--- config.mk ---
export PLATFORM = sky130hd
export DESIGN_NAME = mult_div_unit
export DESIGN_NICKNAME = d
export VERILOG_FILES = /design/src/rtl/mult_div_unit_pkg.sv /design/src/rtl/mult_div_unit_step.sv /design/src/rtl/mult_div_unit.sv
export SDC_FILE = /design/constraint.sdc
export NUM_CORES = 1
export LEC_CHECK = 0
export ABC_AREA = 0
export ABC_CLOCK_PERIOD_IN_PS = 3500
export BUFFER_PORTS_ARGS = -buffer_cell sky130_fd_sc_hd__buf_2
export CORE_ASPECT_RATIO = 1.5
export CORE_MARGIN = 2
export CORE_UTILIZATION = 43
export CTS_CLUSTER_SIZE = 14
export DETAILED_ROUTE_END_ITERATION = 10
export HOLD_SLACK_MARGIN = 0.1
export PLACE_DENSITY_LB_ADDON = 0.15
export SLEW_MARGIN = 0
export SYNTH_ARGS = -nofsm -noshare
export SYNTH_HDL_FRONTEND = slang
export SYNTH_SLANG_ARGS = --single-unit
--- constraint.sdc ---
create_clock -name clk -period 3.5 [get_ports clk]
set_input_delay 0.7 -clock clk [delete_from_list [all_inputs] [get_ports clk]]
set_output_delay 0.7 -clock clk [all_outputs]
set_load 0.005 [all_outputs]
--- src/rtl/mult_div_unit_pkg.sv ---
// mult_div_unit_pkg: op and state encodings shared by the multiply/divide unit
package mult_div_unit_pkg;
  typedef enum logic [2:0] {
    MDU_MULT  = 3'd0,
    MDU_MULTU = 3'd1,
    MDU_DIV   = 3'd2,
    MDU_DIVU  = 3'd3,
    MDU_MTHI  = 3'd4,
    MDU_MTLO  = 3'd5
  } mdu_op_e;
  typedef enum logic [1:0] {S_IDLE, S_CALC, S_FIX} state_e;
endpackage

--- src/rtl/mult_div_unit_step.sv ---
// mult_div_unit_step: one shift-add (multiply) or restoring shift-subtract (divide) iteration
module mult_div_unit_step #(
  parameter int WIDTH = 32
) (
  input  logic               mul_i,
  input  logic [2*WIDTH-1:0] acc_i,
  input  logic [WIDTH-1:0]   opnd_i,
  output logic [2*WIDTH-1:0] acc_o
);
  logic [WIDTH:0] sum, top, diff;
  always_comb begin
    sum   = {1'b0, acc_i[2*WIDTH-1:WIDTH]} + (acc_i[0] ? {1'b0, opnd_i} : '0);
    top   = acc_i[2*WIDTH-1:WIDTH-1];
    diff  = top - {1'b0, opnd_i};
    // multiply consumes multiplier bits LSB-first; divide shifts quotient bits in at LSB
    acc_o = mul_i   ? {sum, acc_i[WIDTH-1:1]} :
            diff[WIDTH] ? {top[WIDTH-1:0], acc_i[WIDTH-2:0], 1'b0} :
                          {diff[WIDTH-1:0], acc_i[WIDTH-2:0], 1'b1};
  end
endmodule

--- src/rtl/mult_div_unit.sv ---
// mult_div_unit: iterative MULT/MULTU/DIV/DIVU/MTHI/MTLO unit owning the HI/LO registers
module mult_div_unit
  import mult_div_unit_pkg::*;
#(
  parameter int WIDTH = 32
) (
  input  logic             clk,
  input  logic             rst,
  input  logic             start,
  input  logic [2:0]       op,
  input  logic [WIDTH-1:0] A,
  input  logic [WIDTH-1:0] B,
  output logic             busy,
  output logic             done,
  output logic [WIDTH-1:0] hi,
  output logic [WIDTH-1:0] lo
);
  localparam int CW = $clog2(WIDTH);
  state_e             state_q, state_d;
  logic [CW-1:0]      cnt_q, cnt_d;
  logic [2*WIDTH-1:0] acc_q, acc_d, step_acc, prod;
  logic [WIDTH-1:0]   opnd_q, opnd_d, hi_q, hi_d, lo_q, lo_d;
  logic [WIDTH-1:0]   a_mag, b_mag, quo, rem;
  logic               mul_q, mul_d, neg_q, neg_d, negr_q, negr_d, done_q;
  logic               is_sgn, is_mul, is_md;
  mult_div_unit_step #(.WIDTH(WIDTH)) u_step (
    .mul_i (mul_q),
    .acc_i (acc_q),
    .opnd_i(opnd_q),
    .acc_o (step_acc)
  );
  assign is_sgn = (op == MDU_MULT) || (op == MDU_DIV);
  assign is_mul = (op == MDU_MULT) || (op == MDU_MULTU);
  assign is_md  = op inside {MDU_MULT, MDU_MULTU, MDU_DIV, MDU_DIVU};
  assign a_mag  = (is_sgn && A[WIDTH-1]) ? -A : A;
  assign b_mag  = (is_sgn && B[WIDTH-1]) ? -B : B;
  assign prod   = neg_q ? -acc_q : acc_q;
  assign quo    = neg_q ? -acc_q[WIDTH-1:0] : acc_q[WIDTH-1:0];
  assign rem    = negr_q ? -acc_q[2*WIDTH-1:WIDTH] : acc_q[2*WIDTH-1:WIDTH];
  assign busy   = (state_q != S_IDLE);
  assign done   = done_q;
  assign hi     = hi_q;
  assign lo     = lo_q;
  always_comb begin
    state_d = state_q;
    cnt_d   = cnt_q;
    acc_d   = acc_q;
    opnd_d  = opnd_q;
    mul_d   = mul_q;
    neg_d   = neg_q;
    negr_d  = negr_q;
    hi_d    = hi_q;
    lo_d    = lo_q;
    case (state_q)
      S_IDLE: if (start) begin
        if (is_md) begin
          state_d = S_CALC;
          cnt_d   = '0;
          mul_d   = is_mul;
          opnd_d  = is_mul ? a_mag : b_mag;
          acc_d   = {{WIDTH{1'b0}}, is_mul ? b_mag : a_mag};
          // a zero divisor keeps the all-ones quotient unsigned; the remainder sign fix restores A
          neg_d   = is_sgn && (A[WIDTH-1] ^ B[WIDTH-1]) && (is_mul || (|B));
          negr_d  = is_sgn && A[WIDTH-1];
        end else begin
          hi_d = (op == MDU_MTHI) ? A : hi_q;
          lo_d = (op == MDU_MTLO) ? A : lo_q;
        end
      end
      S_CALC: begin
        acc_d   = step_acc;
        cnt_d   = cnt_q + 1'b1;
        state_d = (cnt_q == CW'(WIDTH - 1)) ? S_FIX : S_CALC;
      end
      S_FIX: begin
        state_d = S_IDLE;
        hi_d    = mul_q ? prod[2*WIDTH-1:WIDTH] : rem;
        lo_d    = mul_q ? prod[WIDTH-1:0] : quo;
      end
      default: state_d = S_IDLE;
    endcase
  end
  always_ff @(posedge clk) begin
    if (rst) begin
      state_q <= S_IDLE;
      cnt_q   <= '0;
      acc_q   <= '0;
      opnd_q  <= '0;
      mul_q   <= 1'b0;
      neg_q   <= 1'b0;
      negr_q  <= 1'b0;
      hi_q    <= '0;
      lo_q    <= '0;
      done_q  <= 1'b0;
    end else begin
      state_q <= state_d;
      cnt_q   <= cnt_d;
      acc_q   <= acc_d;
      opnd_q  <= opnd_d;
      mul_q   <= mul_d;
      neg_q   <= neg_d;
      negr_q  <= negr_d;
      hi_q    <= hi_d;
      lo_q    <= lo_d;
      done_q  <= (state_q == S_FIX);
    end
  end
endmodule

* Yosys cells after proc, flatten, opt, wreduce, memory -nomap -nowiden
Index checks and enable logic that the tools add are counted.
** Operators by class
- $add $sub $neg :: 8
- Eq/ne operators :: 13
- Mux-type cells :: 30
- Bitwise logic cells :: 1
- Reductions and logical operators :: 19
** Operator list (number)
- 2-to-1 mux 32 bit :: 15
- 2-to-1 mux 64 bit :: 5
- negation 32 bit :: 4
- case mux 32 bit (2 select lines) :: 2
- case mux 64 bit (2 select lines) :: 1
- negation 64 bit :: 1
- adder 32 x 33 -> 33 bit :: 1
- subtractor 33 x 32 -> 33 bit :: 1
- OR reduction 32 bit :: 1
- 2-to-1 mux 5 bit :: 2
- inequality test 2 bit (second input constant) :: 5
- case mux 5 bit (2 select lines) :: 1
- AND reduction 4 bit :: 2
- == test 3 x 2 -> 1 bit (second input constant) :: 2
- == test 3 bit (second input constant) :: 2
- 2-to-1 mux 2 bit :: 3
- AND reduction 3 bit :: 2
- nonzero test 2 bit :: 3
- adder 5 x 1 -> 5 bit (second input constant) :: 1
- == test 5 bit (second input constant) :: 1
- logical AND 1 bit :: 4
- case mux 2 bit (2 select lines) :: 1
- nonzero test 4 bit :: 1
- == test 3 x 1 -> 1 bit (second input constant) :: 1
- 7 further kinds :: 9
** Word-level totals
- Register bits :: 171
- Output and inout bits :: 66
- Logic and storage cells :: 81

* Logic depth before layout (Yosys ltp)
Gate-level depths: netlist of the first run.
- Depth after elaboration :: 8
- Depth in mapped cells :: 14

* Cells and area by module
From an unflattened synthesis of the first run, not the netlist that was laid out.
** Second synthesis, totals
- Cell total of the unflattened synthesis :: 1974
- Area, all modules :: 14866.8 um2
** Modules (own cells, without submodules)
- mult_div_unit :: instances 1, cells an instance 1312, area an instance 10226.1 um2, sequential area each 3423.3 um2
- mult_div_unit_step :: instances 1, cells an instance 662, area an instance 4640.7 um2, sequential area each 0.0 um2

* Worst setup path before layout of the first run
OpenSTA, ideal clock, no wires.
- Path type :: input to register
- Start point :: in A[11]
- End point :: reg opnd_q[27]
- Setup time :: 70 ps
- Data arrival time :: 3174 ps
- Data required time :: 3430 ps
- Slack :: 255 ps
- Stages :: 9
- Path buffers :: 0
- Cells stage by stage :: or4_4 nor4_2 or3b_1 or3b_4 o31ai_2 xnor2_1 nor2_1 or3_1 a21oi_1
** On the way
- Longest elaborated chain between the ends :: 3
** RTL lines
- start: declaration :: RTL line mult_div_unit.sv:11 : input logic [WIDTH-1:0] A,
- negation 32 bit :: RTL line mult_div_unit.sv:35 : assign a_mag = (is_sgn && A[WIDTH-1]) ? -A : A;
- 2-to-1 mux 32 bit :: RTL line mult_div_unit.sv:35
- 2-to-1 mux 32 bit :: RTL line mult_div_unit.sv:60 : opnd_d = is_mul ? a_mag : b_mag;
- end signal: assignment :: RTL line mult_div_unit.sv:99 : opnd_q <= opnd_d;
- end: declaration :: RTL line mult_div_unit.sv:22 : logic [WIDTH-1:0] opnd_q, opnd_d, hi_q, hi_d, lo_q, lo_d;
Every way passes these cells.
A chain may end at the register's enable or synchronous reset.

* Final worst setup path of the first run
- Start point :: reg acc_q[0]
- End point :: reg acc_q[56]
** On the way
- Longest elaborated chain between the ends :: 4
** RTL lines
- start: declaration :: RTL line mult_div_unit.sv:21 : logic [2*WIDTH-1:0] acc_q, acc_d, step_acc, prod;
- start signal: assignment :: RTL line mult_div_unit.sv:87 : acc_q <= '0;
- start signal: assignment :: RTL line mult_div_unit.sv:98 : acc_q <= acc_d;
- 2-to-1 mux 32 bit :: RTL line mult_div_unit_step.sv:12 : sum = {1'b0, acc_i[2*WIDTH-1:WIDTH]} + (acc_i[0] ? {1'b0, opnd_i} : '0);
- adder 32 x 33 -> 33 bit :: RTL line mult_div_unit_step.sv:12
- 2-to-1 mux 64 bit :: RTL line mult_div_unit_step.sv:16 : acc_o = mul_i ? {sum, acc_i[WIDTH-1:1]} :
- case mux 64 bit (2 select lines) :: RTL line mult_div_unit.sv:54 : case (state_q)
Every way passes these cells.

==> impl_summary.md, run 1 <==
STA
The worst max-slew margin expressed relative to the limit is between 40% and 50%. The hold violation count in the final report is 0. The final critical path takes up ~97% of the cycle. Setup violations remaining at the end of the flow were counted as 0. Setup total negative slack on the finished layout was measured at 0 ns. The count of pins over their slew limit came to 0. The final worst clock skew is ~0.009 ns. The final worst-path setup slack is 0.0946 ns. Derived from the worst setup path, the maximum achievable clock frequency is approximately 290 MHz.

The transition at the pin with the smallest max-transition slack is 0.898 ns. The final period demand of the worst path is about 3.4 ns.

Synthesis
The part of the Yosys area used for sequential elements is 23.6%. By area the synthesized netlist is led by sky130_fd_sc_hd__dfxtp_1 (24%), sky130_fd_sc_hd__a21oi_1 (7.2%), sky130_fd_sc_hd__nor2_1 (6.1%). After synthesis, the largest area contributor takes up a little under a quarter of total cell area.

In this run, synthesis inferred 0 flip-flops with an integrated enable. Summing every instance area after synthesis gives 14500 um^2. Synthesis inferred ~170 register bits.

After synthesis, the share of flip-flops with an asynchronous set or reset is 0%. The number of warnings printed during yosys synthesis is 0. The main flop type after synthesis is sky130_fd_sc_hd__dfxtp_1. In this run, distinct cell masters in the synthesized netlist total between 80 and 90.

Synthesis produced 2003 cells. Of all cell types, the one taking the most synthesized area is sky130_fd_sc_hd__dfxtp_1. The number of nets handed over by synthesis was around 2100. Averaged over all synthesized cells, the footprint is 7.25 um^2.

Critical path
The slowest stage of the critical path belongs to the cell sky130_fd_sc_hd__a211oi_1. The signal on the critical path passes through inv_1 > buf_6 > nor2_1 > ha_1 > buf_4 > o211ai_1 > o21a_1 > a211oi_1 > o211ai_1 > a21boi_0 > nor2_1 > o21bai_1 > xor2_1 > a221o_1. The data arrival time of the critical path is 3.77 ns.

The worst setup path is launched from a flop. Data on the critical path is required at its endpoint by 3.86 ns. The critical path is of the flop to flop type.

On the critical path the largest part of the delay comes from compound AO/OA/AOI/OAI gates. The biggest fanout along the worst timing path is 17. On the worst path, the slowest cell contributes a delay of 0.52 ns. The category of the worst setup path capture point is a flop.

The critical path buffer and inverter count is 3.

Placement
The global placement routability congestion is ~1. The cell area reported after detailed placement is 16500 um^2. Before CTS, the worst setup slack after placement is -0.192 ns. The cell count after placement is about 2600. The number of buffers added on ports is approximately 140. The wire-length estimate of the detail-placed layout is 49900 um.

Detailed routing
The routed metal-1 wire length is roughly 22000 um. The detailed router finished its first iteration with approximately 1400 violations. The number of vias after detailed routing is 16228. The count of antenna-violating nets left after detailed routing is 0. In the routed design, unresolved DRC markers number 0. Dividing the detail-routed via count by the number of cells gives approximately 6.2. In the final routed layout, each cell accounts on average for about 24 um. Wire segments on met3 add up to 3150 um in the final route. The detailed router used layers up to and including met4. The first detailed-routing pass took 8 iterations. The met2 routed wirelength is 31500 um.

The wire length reported by the detailed router is ~63000 um.

Clock tree
The clock tree from TritonCTS is yes. The cell at the root of the clock tree is sky130_fd_sc_hd__clkbuf_16. The clock slew at the register clock pins of the worst setup and hold paths is around 0.080 ns. The total number of H-tree levels is 4. The TritonCTS buffer count is 17. Clock tree synthesis found a total of roughly 170 sinks.

Clock latency on the worst-skew pair, taken at its later pin, is approximately 0.48 ns. The number of buffers on the longest clock path is 2.

GRT
In the global route stage, overall resource usage came out at about a third. The maximum number of pins on one net before global-route repair is 70. For this run the aggregate overflow at the end of global routing stands at 0. The initial antenna violation count is 0.

The first global-routing pass estimated a little over 90000 um of wire. The via count of the first global-routing pass is 15774.

Finish
The fraction of layout instances using a drive strength above 1 is between 10% and 20%. The count of non-filler cells in the finished layout is between 2000 and 3000. The repair_antennas step left the layout with diodes totalling 0. The layout has around 3300 filler cells. The area growth from synthesis to layout is 18.7%. The final non-filler cell area is approximately 17000 um^2. The net count of the finished layout is around 2300.

Power
The power density over the cells is around 420 nW/um^2. The design draws slightly above 7 mW. For this design the static power due to leakage is 7.16 nW. The peak supply drop is between 200 and 300 uV.

Min path
The type of the tightest min-delay check is flop to flop.

Die
The starting density of the core is between 40% and 50%. The die covers 35300 um^2. The die boundary width is between 150 and 200 um. The core region is 33300 um^2. The floorplan has 82 rows. From bottom edge to top edge, the die measures about 230 um. For this design the top-level I/O count stands at approximately 140.

Flow run
Across the run, the number of max-cap violations was 0.

Status
The flow ran to the end, and the final reports show no timing, DRC or antenna violations.
path summary, 6_finish.rpt:
kind,start,to,slack (ns),cells past startpoint
max,acc_q[0]$_SDFFE_PP0P_,acc_q[56]$_SDFFE_PP0P_,0.09,14
min,opnd_q[16]$_SDFFE_PP0P_,opnd_q[16]$_SDFFE_PP0P_,0.45,2
max reg2reg,acc_q[0]$_SDFFE_PP0P_,acc_q[56]$_SDFFE_PP0P_,0.09,14
min reg2reg,opnd_q[16]$_SDFFE_PP0P_,opnd_q[16]$_SDFFE_PP0P_,0.45,2
worst reg2reg max path, cell delays in order (launching register included):
cell                       delay (ns)
sky130_fd_sc_hd__dfxtp_1         0.34
sky130_fd_sc_hd__inv_1           0.09
sky130_fd_sc_hd__buf_6           0.19
sky130_fd_sc_hd__nor2_1          0.06
sky130_fd_sc_hd__ha_1            0.29
sky130_fd_sc_hd__buf_4           0.12
sky130_fd_sc_hd__o211ai_1        0.09
sky130_fd_sc_hd__o21a_1          0.20
sky130_fd_sc_hd__a211oi_1        0.52
sky130_fd_sc_hd__o211ai_1        0.35
sky130_fd_sc_hd__a21boi_0        0.34
sky130_fd_sc_hd__nor2_1          0.10
sky130_fd_sc_hd__o21bai_1        0.18
sky130_fd_sc_hd__xor2_1          0.09
sky130_fd_sc_hd__a221o_1         0.32
sequential cells by signal, summed over array words and instances (netlist names):
register / cells
acc_q: 64
cnt_q: 5
done: 1
hi: 32
lo: 32
mul_q: 1
neg_q: 1
negr_q: 1
opnd_q: 32
state_q: 2
cell usage in the layout, fill, tap and decap left out, drive strengths merged, types with 15 or more instances in the layout:
master	n
nand2b	17
nand3	40
o211ai	29
or3	16
o41ai	17
clkbuf	18
a21o	31
dfxtp	171
nor3	37
a311oi	15
a21oi	208
ha	70
nor2b	15
nor4	18
o31ai	24
nor2	238
o21ai	136
a211oi	40
xor2	73
a31oi	16
nand2	233
xnor2	98
inv	74
a2111oi	16
mux2i	61
buf	308
synthesized netlist by cell type (22+ instances only):
cell / instances
sky130_fd_sc_hd__a211oi_1: 40
sky130_fd_sc_hd__a21o_1: 31
sky130_fd_sc_hd__a21oi_1: 208
sky130_fd_sc_hd__clkbuf_1: 109
sky130_fd_sc_hd__dfxtp_1: 171
sky130_fd_sc_hd__ha_1: 70
sky130_fd_sc_hd__inv_1: 67
sky130_fd_sc_hd__mux2i_1: 61
sky130_fd_sc_hd__nand2_1: 232
sky130_fd_sc_hd__nand3_1: 40
sky130_fd_sc_hd__nor2_1: 237
sky130_fd_sc_hd__nor3_1: 37
sky130_fd_sc_hd__o211ai_1: 29
sky130_fd_sc_hd__o21ai_0: 129
sky130_fd_sc_hd__o31ai_1: 22
sky130_fd_sc_hd__xnor2_1: 98
sky130_fd_sc_hd__xor2_1: 73
logic make-up after synthesis:
| family | Yosys count | share of synthesized area [%] |
|---|---|---|
| mux | 64 | 4.44 |
| flops | 171 | 23.6 |
| compound gates | 640 | 28.1 |
| fa+ha+maj | 72 | 6.31 |
| buf+inv | 199 | 5.37 |
| simple gates | 686 | 21.9 |
| xor+xnor | 171 | 10.3 |
metrics by stage:
step,hold WS (ns),utilization [%]
floorplan,0.432,-
global placement,0.440,49.5
detailed placement,0.447,49.5
CTS,0.456,51.3
global route,0.471,51.7
finish,0.454,51.7
layer usage:
layer,vias to the layer above,track usage (%)
met1,7742,36.9
met2,638,62.3
li1,7624,-
met5,-,0
met4,0,26.5
met3,224,4.47
power by group:
group	total [mW]	switching (mW)	leakage, nW	internal (mW)
sequential	2.19	0.133	1.39	2.05
clock	1.98	1.01	0.285	0.971
combinational	3.01	1.78	5.48	1.23
total	7.18	2.92	7.16	4.26
layout make-up:
class / count / area (um^2) / share of cell area (%)
well taps: 420 / 526 / 3.05
clock inverters: 14 / 146 / 0.849
repair buffers: 308 / 2020 / 11.7
clock buffers: 18 / 439 / 2.55
multi-input cells: 1633 / 10400 / 60.5
flip-flops and latches: 171 / 3430 / 19.9
inverters: 67 / 255 / 1.48
timing repair:
action | 4_1_cts | 5_1_grt
cloned | 0 | 0
hold buffers | 0 | 0
endpoints found under the setup margin | 6 | 19
setup buffers | 0 | 8
resized for setup | 6 | 15
endpoints found under the hold margin | 0 | 0
pin swaps | 0 | 2
(Power assumes the default switching activity.)
==> run 2: changes to the inputs <==
Settings changed: BUFFER_PORTS_ARGS -buffer_cell sky130_fd_sc_hd__buf_2 to -buffer_cell sky130_fd_sc_hd__buf_4, CORE_MARGIN 2 to 8, CTS_CLUSTER_SIZE 14 to default.
==> run 2 against run 1 <==
  * Global-route usage decreased by 3.9 points
  * Wire length increased by 3.2%
  * Combinational power increased by 3%
  * Critical path type unchanged
  * Worst setup slack got worse by 0.0096 ns
  * Clock skew increased by 0.0042 ns
  * Sequential share of layout area decreased by 0.53 points
  * Maximum frequency decreased by 0.28%
  * First-iteration DRC count decreased by 6.2%
  * Critical endpoint is now acc_q[40]$_SDFFE_PP0P_
==> impl_summary.md, run 2 (synthesis results as in run 1) <==
Clock tree
The total number of H-tree levels is 4 (unchanged). The number of clock sinks came to 171 (unchanged). The number of buffers on the longest clock path is 2 (unchanged). The clock slew at the register clock pins of the worst setup and hold paths is 0.08 ns (about the same). The cell at the root of the clock tree is sky130_fd_sc_hd__clkbuf_16. The TritonCTS buffer count was 17 (unchanged). The clock latency reported for the late side of the worst-skew pair is 0.47 ns (about the same). The clock tree from TritonCTS is yes.

Detailed routing
The first-pass iteration count of the detailed router is 6 (-2). The wire length reported by the detailed router was 64700 um (+3.2%). The DRC violations left came to 0 (unchanged). The count of antenna-violating nets left after detailed routing was 0 (unchanged).

The number of DRC markers in iteration 0 is 1346 (-6.2%). The number of vias after detailed routing is 16113 (-0.71%). The wire length per cell came to 24.6 um (+3.0%). The mean number of vias per cell is 6.11 (-0.93%).

STA
The worst max-slew margin expressed relative to the limit is 37.1% (-3.0 points). The total setup violations reported at the end of the flow came to 0 (unchanged). Setup repair after global routing could not meet its margin everywhere.

The part of the cycle the worst path needs was 97.6% (+0.27 points). The final worst clock skew was 0.0135 ns (+0.00423 ns). The hold violation count in the final report is 0 (unchanged). The transition at the pin with the smallest max-transition slack is 0.943 ns (+0.0449 ns).

The final setup TNS was 0 ns (unchanged). The count of pins over their slew limit was 0 (unchanged). The final period demand of the worst path is 3.41 ns (+0.00956 ns). The highest attainable clock frequency is 293 MHz (-0.28%).

Finish
The antenna diode count is 0 (unchanged). The register with the most flip-flops in the final layout is acc_q. The fraction of layout instances using a drive strength above 1 is 18.0% (+0.40 points). The area used by multi-input combinational logic was 10400 um^2 (+0.18%).

The number of inserted filler cells in the final layout is 3372 (+0.72%). The register area is 3430 um^2 (about the same). The flip-flop count of the largest register after layout is 64 (unchanged). The final non-filler cell area is 17700 um^2 (+2.8%). Leaving out fill and tap cells, the most frequent cells in the layout are sky130_fd_sc_hd__buf_4 (307), sky130_fd_sc_hd__nor2_1 (233), sky130_fd_sc_hd__nand2_1 (232). The net count of the finished layout is 2346 (+0.26%). Relative to the synthesized area, the layout overhead comes to 22.0%. The commonest non-fill, non-tap cell in the layout is sky130_fd_sc_hd__buf_4.

Critical path
Grouping stages by cell kind, the critical path spends the most delay in compound AO/OA/AOI/OAI gates. The most prevalent standard cell on the critical path is sky130_fd_sc_hd__buf_4. The critical path buffer and inverter count was 3 (unchanged). Among all stages on the critical path, the largest delay is contributed by sky130_fd_sc_hd__o41a_1. STA classifies the critical path endpoint as a flop. Traced cell by cell, the critical path runs through buf_4 > ha_4 > fa_2 > nor2b_1 > o31a_1 > o41a_1 > a31o_1 > a221o_1 > nor2_4 > buf_4 > buf_12 > mux2_2 > o211ai_1 > nand2_1. The critical path startpoint is opnd_q[0]$_SDFFE_PP0P_. By startpoint and endpoint, the worst setup path is classified as flop to flop. The endpoint required time on the critical path is 3.85 ns (about the same). The data arrival time of the critical path is 3.77 ns (about the same). The biggest fanout along the worst timing path is 5 (-12). STA classifies the critical path startpoint as a flop. The worst setup slack for register-to-register paths is 0.09 ns (about the same). The delay contributed by the slowest stage of the critical path is 0.42 ns (-0.10 ns). In this run the critical register-to-register path is launched from opnd_q[0]$_SDFFE_PP0P_.

GRT
The initial antenna violation count was 1 (+1). The via count of the first global-routing pass is 15559 (-1.4%). The first-pass GRT wire length is 94300 um (+1.2%).

The maximum number of pins on one net before global-route repair was 70 (unchanged). The residual overflow from global routing is 0 (unchanged). The global-route usage over all layers is 30.9% (-3.9 points).

Min path
The path class of the tightest hold or removal check is flop to flop. The start point of the worst min-delay path is opnd_q[19]$_SDFFE_PP0P_.

Placement
The global placement routability congestion is 0.940 (-5.1%). The cell area reported after detailed placement is 16800 um^2 (+2.2%). The number of buffers added on ports came to 135 (unchanged). The half-perimeter wire length after placement is 51000 um (+2.2%).

Flow run
The total of max-cap violations is 0 (unchanged).

Die
The height of the chip came to 241 um (+5.2%). The starting density of the core is 43.6% (unchanged). The I/O pin count was 136 (unchanged).

The die boundary width is 166 um (+7.8%). The core footprint was 33300 um^2 (unchanged). The die outline area is 40000 um^2 (+13%). The number of placement rows is 82 (unchanged).

Power
The power density over the cells is 415 nW/um^2 (-0.42%). The peak supply drop is 365 uV (+22%). The leakage power figure was 7.26 nW (+1.5%).

Status
The flow ran to the end, and the final reports show no timing, DRC or antenna violations.
## run 2: cell types whose count changed in the layout (fill, tap and decap cells not counted), moves of 2 or more
cell,delta
sky130_fd_sc_hd__buf_4,+137
sky130_fd_sc_hd__buf_2,-134
sky130_fd_sc_hd__clkbuf_16,+3
sky130_fd_sc_hd__clkinv_4,-2
sky130_fd_sc_hd__dfxtp_1,-2
sky130_fd_sc_hd__dfxtp_2,+2
sky130_fd_sc_hd__ha_1,-2
sky130_fd_sc_hd__inv_6,+2
## run 2: final cells by class
class,count,share of cell area [%]
well taps,420,2.97
inverters,67,1.44
multi-input cells,1633,58.9
repair buffers,314,13.9
clock buffers,18,2.48
clock inverters,14,0.925
flip-flops and latches,171,19.4
## run 2: report_power, final
| group | switching (mW) | internal [mW] |
|---|---|---|
| Sequential | 0.128 | 2.05 |
| Combinational | 1.82 | 1.29 |
| Clock | 1.01 | 1.05 |
## run 2: final timing paths
kind                             endpoint  cells past startpoint
hold reg to reg   opnd_q[19]$_SDFFE_PP0P_                      2
setup reg to reg   acc_q[40]$_SDFFE_PP0P_                     14
hold / removal    opnd_q[19]$_SDFFE_PP0P_                      2
setup / recovery   acc_q[40]$_SDFFE_PP0P_                     14
## run 2: metrics by stage
stage	power [mW]	setup WS (ns)	utilization [%]	cells	hold WS (ns)
after floorplan	4.02	0.255	-	2003	0.432
after global placement	5.08	-0.191	50.5	2593	0.439
after detailed placement	5.09	-0.205	50.5	2593	0.448
after CTS	7.12	0.0190	52.4	2625	0.456
after global routing	7.64	-0.0427	53.1	2637	0.473
final	7.35	0.0851	53.1	2637	0.455
## run 2: what timing repair did
| item | 4_1_cts | 5_1_grt |
|---|---|---|
| pin swaps | 0 | 7 |
| cloned | 0 | 3 |
| endpoints found under the setup margin | 5 | 22 |
| buffers inserted | 0 | 9 |
| gates resized for setup | 3 | 28 |
| hold endpoints to repair | 0 | 0 |
| hold buffers | 0 | 0 |
## run 2: tightest hold or removal path, cell delays in order (launching register included)
cell	delay (ns)
sky130_fd_sc_hd__dfxtp_1	0.31
sky130_fd_sc_hd__nand2_1	0.05
sky130_fd_sc_hd__a21oi_1	0.05
## run 2: layer usage
metal  GRT usage [%]  up-vias  share of wire [%]
li1                -     7613                  -
met2            57.9      600                 52
met3            3.76      204                4.3
met4            22.7        0                8.0
met5               0        -                  0
met1            31.5     7696                 36
